[config.mk]
export PLATFORM = sky130hd
export DESIGN_NAME = mmio_responder
export DESIGN_NICKNAME = d
export VERILOG_FILES = /design/src/rtl/mmio_pkg.sv /design/src/rtl/char_fifo.sv /design/src/rtl/mmio_responder.sv
export SDC_FILE = /design/constraint.sdc
export NUM_CORES = 1
export LEC_CHECK = 0
export CORE_MARGIN = 8
export CORE_UTILIZATION = 53
export CTS_BUF_LIST = sky130_fd_sc_hd__clkbuf_16
export CTS_CLUSTER_SIZE = 24
export DETAILED_ROUTE_END_ITERATION = 10
export PLACE_DENSITY = 0.8
export SYNTH_ARGS = -nofsm -noshare
export SYNTH_HDL_FRONTEND = slang
export SYNTH_SLANG_ARGS = --single-unit
[constraint.sdc]
create_clock -name clock -period 3.9 [get_ports clock]
set_input_delay 0.78 -clock clock [delete_from_list [all_inputs] [get_ports clock]]
set_output_delay 0.78 -clock clock [all_outputs]
set_load 0.03 [all_outputs]
[src/rtl/mmio_pkg.sv]
// mmio_pkg: shared constants and types for the RISC231-M1 I/O responder.
//   - I/O window base address and the register offsets inside it
//   - stall FSM state type
//   - STATUS register bit positions
package mmio_pkg;

   localparam logic [31:0] MMIO_BASE = 32'h1000_0000;

   localparam logic [7:0] OFF_LED     = 8'h00;
   localparam logic [7:0] OFF_TIMER   = 8'h04;
   localparam logic [7:0] OFF_CHAR_TX = 8'h08;
   localparam logic [7:0] OFF_STATUS  = 8'h0C;
   localparam logic [7:0] OFF_SLOW    = 8'h10;

   localparam int STATUS_EMPTY_BIT = 0;
   localparam int STATUS_FULL_BIT  = 1;
   localparam int STATUS_COUNT_LSB = 2;
   localparam int STATUS_COUNT_MSB = 5;

   typedef enum logic [1:0] {
      IDLE = 2'd0,
      WAIT = 2'd1,
      DONE = 2'd2
   } stall_state_t;

endpackage

[src/rtl/char_fifo.sv]
// char_fifo: synchronous FIFO with power-of-two depth.
// Ports:
//   i_clk, i_rst_n     clock, asynchronous active-low reset
//   i_push, i_data     enqueue request and data (ignored when full)
//   i_pop              dequeue request (ignored when empty)
//   o_data             head entry, 0 while empty
//   o_full, o_empty    occupancy flags
//   o_count            number of stored entries (0..DEPTH)
module char_fifo #(
   parameter int DEPTH = 4,
   parameter int WIDTH = 8
) (
   input  logic                     i_clk,
   input  logic                     i_rst_n,
   input  logic                     i_push,
   input  logic [WIDTH-1:0]         i_data,
   input  logic                     i_pop,
   output logic [WIDTH-1:0]         o_data,
   output logic                     o_full,
   output logic                     o_empty,
   output logic [$clog2(DEPTH):0]   o_count
);

   localparam int AW = $clog2(DEPTH);
   localparam int CW = AW + 1;

   logic [WIDTH-1:0] r_mem [DEPTH];
   logic [AW-1:0]    r_wr_ptr;
   logic [AW-1:0]    r_rd_ptr;
   logic [CW-1:0]    r_count;
   logic             w_do_push;
   logic             w_do_pop;

   assign o_full    = (r_count == CW'(DEPTH));
   assign o_empty   = (r_count == '0);
   assign o_count   = r_count;
   assign w_do_push = i_push & ~o_full;
   assign w_do_pop  = i_pop & ~o_empty;

   // Masking the head while empty keeps the output defined without resetting storage.
   assign o_data = o_empty ? '0 : r_mem[r_rd_ptr];

   // NOTE: state registers use non-blocking assignments so every flop samples
   // pre-edge values regardless of block ordering.
   always_ff @(posedge i_clk or negedge i_rst_n) begin
      if (!i_rst_n) begin
         r_wr_ptr <= '0;
         r_rd_ptr <= '0;
         r_count  <= '0;
      end else begin
         // Power-of-two depth lets the pointers wrap by plain overflow.
         if (w_do_push) r_wr_ptr <= r_wr_ptr + AW'(1);
         if (w_do_pop)  r_rd_ptr <= r_rd_ptr + AW'(1);
         case ({w_do_push, w_do_pop})
            2'b10:   r_count <= r_count + CW'(1);
            2'b01:   r_count <= r_count - CW'(1);
            default: r_count <= r_count;
         endcase
      end
   end

   // NOTE: the storage array has no reset; validity is tracked by the pointers
   // and count, so clearing the array would only cost flops and reset routing.
   always_ff @(posedge i_clk) begin
      if (w_do_push) r_mem[r_wr_ptr] <= i_data;
   end

endmodule

[src/rtl/mmio_responder.sv]
// mmio_responder: I/O-window responder on the RISC231-M1 load/store port.
// Holds an LED register, a free-running timer, a slow scratch register behind
// WAIT_STATES stall cycles, and a byte FIFO draining into a valid/ready sink.
// Ports:
//   clock, reset_n          clock, asynchronous active-low reset
//   mem_addr, mem_wd        byte address and store data from the datapath
//   mem_write, mem_read     ungated store/load intent
//   mem_rdata               combinational load data (0 outside the window)
//   io_sel                  address falls in the I/O window
//   enable                  processor run enable; low freezes the processor
//   led                     LED register
//   char_data, char_valid   FIFO head byte and not-empty flag
//   char_ready              sink accepts the head byte when valid is high
module mmio_responder
   import mmio_pkg::*;
#(
   parameter int WAIT_STATES = 2,
   parameter int FIFO_DEPTH  = 4
) (
   input  logic        clock,
   input  logic        reset_n,
   input  logic [31:0] mem_addr,
   input  logic [31:0] mem_wd,
   input  logic        mem_write,
   input  logic        mem_read,
   output logic [31:0] mem_rdata,
   output logic        io_sel,
   output logic        enable,
   output logic [15:0] led,
   output logic [7:0]  char_data,
   output logic        char_valid,
   input  logic        char_ready
);

   localparam int CNT_W = $clog2(FIFO_DEPTH) + 1;

   stall_state_t     r_state;
   stall_state_t     w_state_next;
   logic [3:0]       r_wait_cnt;
   logic [3:0]       w_wait_cnt_next;
   logic             r_slow_we;
   logic [31:0]      r_slow_wd;
   logic [31:0]      r_slow;
   logic [15:0]      r_led;
   logic [31:0]      r_timer;

   logic             w_io_sel;
   logic [7:0]       w_offset;
   logic             w_wr;
   logic             w_rd;
   logic             w_idle;
   logic             w_slow_start;
   logic             w_tx_req;
   logic             w_push;
   logic             w_pop;
   logic             w_fifo_full;
   logic             w_fifo_empty;
   logic [CNT_W-1:0] w_fifo_count;
   logic [7:0]       w_fifo_data;
   logic [31:0]      w_status;
   logic [31:0]      w_rdata;
   logic             w_enable;

   // ---------------- decode ----------------
   assign w_io_sel = (mem_addr[31:8] == MMIO_BASE[31:8]);
   assign w_offset = mem_addr[7:0];
   // A simultaneous read and write is a write.
   assign w_wr     = w_io_sel & mem_write;
   assign w_rd     = w_io_sel & mem_read & ~mem_write;
   // New accesses are only taken in IDLE; WAIT and DONE ignore the port.
   assign w_idle       = (r_state == IDLE);
   assign w_slow_start = w_idle & (w_wr | w_rd) & (w_offset == OFF_SLOW);
   assign w_tx_req     = w_idle & w_wr & (w_offset == OFF_CHAR_TX);
   // Fullness is the registered flag, so a pop in a full cycle frees room
   // only for the following cycle's retry.
   assign w_push       = w_tx_req & ~w_fifo_full;
   assign w_pop        = ~w_fifo_empty & char_ready;

   // ---------------- stall FSM ----------------
   // NOTE: every combinational output gets a default first so no path leaves
   // it unassigned, which would otherwise infer a latch.
   always_comb begin
      w_state_next    = r_state;
      w_wait_cnt_next = r_wait_cnt;
      w_enable        = 1'b1;
      case (r_state)
         IDLE: begin
            if (w_slow_start) begin
               w_state_next    = WAIT;
               w_wait_cnt_next = 4'(WAIT_STATES - 1);
               w_enable        = 1'b0;
            end else if (w_tx_req && w_fifo_full) begin
               // Processor holds the store until the FIFO has room.
               w_enable = 1'b0;
            end
         end
         WAIT: begin
            w_enable = 1'b0;
            if (r_wait_cnt == 4'd0) w_state_next = DONE;
            else                    w_wait_cnt_next = r_wait_cnt - 4'd1;
         end
         DONE:    w_state_next = IDLE;
         default: w_state_next = IDLE;
      endcase
   end

   always_ff @(posedge clock or negedge reset_n) begin
      if (!reset_n) begin
         r_state    <= IDLE;
         r_wait_cnt <= '0;
         r_slow_we  <= 1'b0;
         r_slow_wd  <= '0;
      end else begin
         r_state    <= w_state_next;
         r_wait_cnt <= w_wait_cnt_next;
         if (w_slow_start) begin
            r_slow_we <= w_wr;
            r_slow_wd <= mem_wd;
         end
      end
   end

   // ---------------- registers ----------------
   always_ff @(posedge clock or negedge reset_n) begin
      if (!reset_n) begin
         r_led   <= '0;
         r_timer <= '0;
         r_slow  <= '0;
      end else begin
         if (w_idle && w_wr && (w_offset == OFF_LED)) r_led <= mem_wd[15:0];
         // A clearing write beats the increment; the count runs through stalls.
         if (w_idle && w_wr && (w_offset == OFF_TIMER)) r_timer <= '0;
         else                                           r_timer <= r_timer + 32'd1;
         // The latched SLOW write lands on the edge that leaves DONE.
         if ((r_state == DONE) && r_slow_we) r_slow <= r_slow_wd;
      end
   end

   // ---------------- character FIFO ----------------
   char_fifo #(
      .DEPTH (FIFO_DEPTH),
      .WIDTH (8)
   ) u_char_fifo (
      .i_clk   (clock),
      .i_rst_n (reset_n),
      .i_push  (w_push),
      .i_data  (mem_wd[7:0]),
      .i_pop   (w_pop),
      .o_data  (w_fifo_data),
      .o_full  (w_fifo_full),
      .o_empty (w_fifo_empty),
      .o_count (w_fifo_count)
   );

   always_comb begin
      w_status                                    = '0;
      w_status[STATUS_EMPTY_BIT]                  = w_fifo_empty;
      w_status[STATUS_FULL_BIT]                   = w_fifo_full;
      w_status[STATUS_COUNT_MSB:STATUS_COUNT_LSB] = 4'(w_fifo_count);
   end

   // ---------------- read mux ----------------
   always_comb begin
      w_rdata = '0;
      if (r_state == DONE) begin
         w_rdata = r_slow;
      end else if (w_idle && w_rd) begin
         case (w_offset)
            OFF_LED:    w_rdata = {16'h0000, r_led};
            OFF_TIMER:  w_rdata = r_timer;
            OFF_STATUS: w_rdata = w_status;
            default:    w_rdata = '0;
         endcase
      end
   end

   // During reset the port may still present a SLOW or STATUS access; the
   // outputs are forced to their idle values so the processor is never frozen.
   assign mem_rdata  = reset_n ? w_rdata : 32'h0;
   assign enable     = w_enable | ~reset_n;
   assign io_sel     = w_io_sel;
   assign led        = r_led;
   assign char_data  = w_fifo_data;
   assign char_valid = ~w_fifo_empty;

endmodule

==> results.toml <==
[timing]
clock_skew_ns = 0.005886
fin_tns_setup_ns = 0
hold_viol = 0
finalCritPeriodShare_pct = 98.97
period_needed_ns = 3.860
tightest_slew_ns = 0.8897
maxSlewHeadroom_pct = 40.47
fmax_mhz = 259.1
setup_viol = 0
maxSlewViolCount = 0

[die]
rows = 43
die_w_um = 133.1
boundaryPins = 128
coreArea_mm2 = 0.01367
die_y_um = 133.1
start_util_pct = 53.21
dieArea_mm2 = 0.01772

[synthesis]
yosys_warnings = 0
netlist_area_mm2 = 0.007272
synth-edff-count = 32
synth-main-ff-cell = "dfrtp_1"
synth.distinct_cells = 51
synthCells = 583
async_flop_share_pct = 79.75
synth_nets = 661
seq_area_frac_synth_pct = 56.57
syn_area_per_cell_um2 = 12.47
ys_ff_latch = 158

[worst_setup_path]
cp.arrival_ns = 3.08
crit_path_start = "mem_addr[7]"
endpoint_kind = "output port"
critPathMaxFanout = 7
path_class = "in2out"
cp.required_ns = 3.12
worstSetupStartpointType = "primary input"
rr_startpoint = "r_state[0]$_DFFE_PN0P_"

[place]
port_buffers = 127
place_area_mm2 = 0.008803
hpwl_um = 12540
place.gp.congestion = 0.8724

[route]
wl_per_cell_um = 19.37
wl_um = 17950
drt_iter0_markers = 377
num_vias = 5335
viasPerCell = 5.755
drcViolationCount = 0
antenna_left = 0
dr.pass1.iters = 5

[final_layout]
fill_cells = 970
drive_above_1_share_pct = 27.58
nets = 812
diodes = 0
syn2layout_area_growth_pct = 30.44
final_util_pct = 69.41
design_area_mm2 = 0.009485

[clock_network]
clk_root_buffer_cell = "clkbuf_16"
clk_pin_slew_ns = 0.06
cts_tree = "done"
cts_num_sinks = 158
htree_levels = 4
cts_made_buffers = 17
clock_latency_ns = 0.42
cts_buffer_depth = 2

[power_and_ir_drop]
ir_worst_vdd_mv = 0.2842
switching_share_pct = 25.28
power_density_mw_per_mm2 = 417.1
p_leak_uw = 0.004259
pwr-share-seq_pct = 45.1
p_sw_uw = 1000
pwr-share-comb_pct = 15.6
p_int_uw = 2956
p_clk_share_pct = 39.4

[global_routing]
track_usage_pct = 20.45
grt_pass1_vias = 5609
grt_pass1_wl_um = 29010
overflow = 0
grt_max_degree = 61
antenna_found_initial = 0

[hold_path]
min_path_type = "in2async"

[status]
status = "completed"

[job]
cap_violations = 0
## kinds of logic after synthesis
family | after synthesis | synth area share (%)
adders and majority gates | 9 | 1.652
muxes | 106 | 17.41
xor gates and xnor gates | 33 | 3.975
and+or+nand+nor | 181 | 13.15
AOI/OAI and AO/OA | 51 | 4.697
DFF | 158 | 56.57
buffers and inverters | 45 | 2.546
## what timing repair did
| item | 4_1_cts | 5_1_grt |
|---|---|---|
| hold endpoints to repair | 0 | 0 |
| gates resized for setup | 24 | 18 |
| hold buffers | 0 | 0 |
| gates cloned | 0 | 2 |
| setup endpoints to repair | 27 | 28 |
| pin swaps | 3 | 9 |
| buffers inserted | 0 | 3 |
## layout by cell type (no fill, tap or decap), types with 3 or more instances in the layout
cell	instances
o21ai_2	7
nand3_1	18
o21ai_0	8
mux4_2	8
dfrtp_1	126
a32oi_1	16
nor2_1	62
and3_1	4
xor2_1	24
nor4_1	7
clkinv_2	4
buf_6	5
a21oi_1	3
mux2_2	84
clkbuf_16	18
edfxtp_1	32
and2_1	11
buf_4	57
nand4_1	13
nand2_1	30
a22oi_1	5
xnor2_1	9
ha_1	8
nor3_1	5
inv_1	17
dlymetal6s2s_1	5
mux2i_1	14
or3_1	6
o21ai_1	8
clkinv_1	3
clkdlybuf4s50_1	88
## sequential cells by signal, summed over array words and instances (netlist names), 2 cells and up
register,flops
led,16
r_slow,32
r_slow_wd,32
r_state,2
r_timer,32
r_wait_cnt,4
u_char_fifo.o_count,3
u_char_fifo.r_mem,32
u_char_fifo.r_rd_ptr,2
u_char_fifo.r_wr_ptr,2
## layout make-up
type	count	area (µm²)	share of cell area [%]
Sequential cell	158	4114	43.37
Multi-Input combinational cell	380	3013	31.76
Timing Repair Buffer	161	1518	16.00
Clock buffer	17	425.4	4.485
Tap cell	180	225.2	2.374
Clock inverter	15	130.1	1.372
Inverter	16	60.06	0.6332
## per-layer routing
layer / vias to the layer above / GRT usage, % / share of wire (%) / wire (µm)
met2: 209 / 33.65 / 50 / 8921
met3: 32 / 5.836 / 7.3 / 1310
met1: 2690 / 25.22 / 41 / 7377
met4: 0 / 7.486 / 1.9 / 342
met5: - / 0 / 0 / 0
li1: 2404 / - / - / -
## synth_stat cells (all sizes together), types with 6 or more instances
cell type,n,area share [%]
nor4,9,1.2
nand3,18,1.2
nand2,31,1.6
dfrtp,126,43
xnor2,9,1.1
nor3,6,0.48
xor2,24,2.9
or3,8,0.76
and2,12,1.0
buf,14,0.95
nor2,62,3.2
mux4,8,2.5
inv,15,0.77
nand4,13,1.1
clkbuf,15,0.77
mux2,84,13
o21ai,23,1.6
mux2i,14,1.9
a32oi,16,1.9
ha,8,1.4
edfxtp,32,13
## worst max-delay path: stages
cell and delay [ns]:
dlymetal6s2s_1 0.14, or4_4 0.49, or3_4 0.39, buf_4 0.15, nor4_4 0.31, buf_4 0.20, buf_8 0.12, a32oi_1 0.10
nor2_1 0.19, buf_4 0.20
## final timing paths
check	end	slack (ns)	cells past startpoint
max	mem_rdata[31]	0.04	10
min	r_timer[16]$_DFF_PN0_	0.30	1
max reg2reg	led[9]$_DFFE_PN0P_	1.18	8
min reg2reg	r_slow_wd[23]$_DFFE_PN0P_	0.50	1
max in group asynchronous	r_slow[23]$_DFFE_PN0P_	2.76	2
min in group clock	r_slow_wd[23]$_DFFE_PN0P_	0.50	1
## stage by stage
step	std cells	power, µW	hold WS, ns	worst slack, ns
2_1_floorplan	583	2149	0.4659	0.1270
3_3_place_gp	890	2406	0.4830	-0.3817
4_1_cts	922	3983	0.2888	-0.01549
5_1_grt	927	4091	0.3112	-0.01532
6_report	927	3956	0.2957	0.04003
3_5_place_dp	890	2428	0.4934	-0.4154
## power by group through the flow
stage	logic [µW]	clock network [µW]	registers [µW]
after floorplan	387	0	1760
after global placement	594	0	1810
after detailed placement	614	0	1810
after CTS	619	1580	1780
after global routing	655	1640	1790
final	616	1560	1780
No activity file was read; power rests on OpenSTA's default activity.
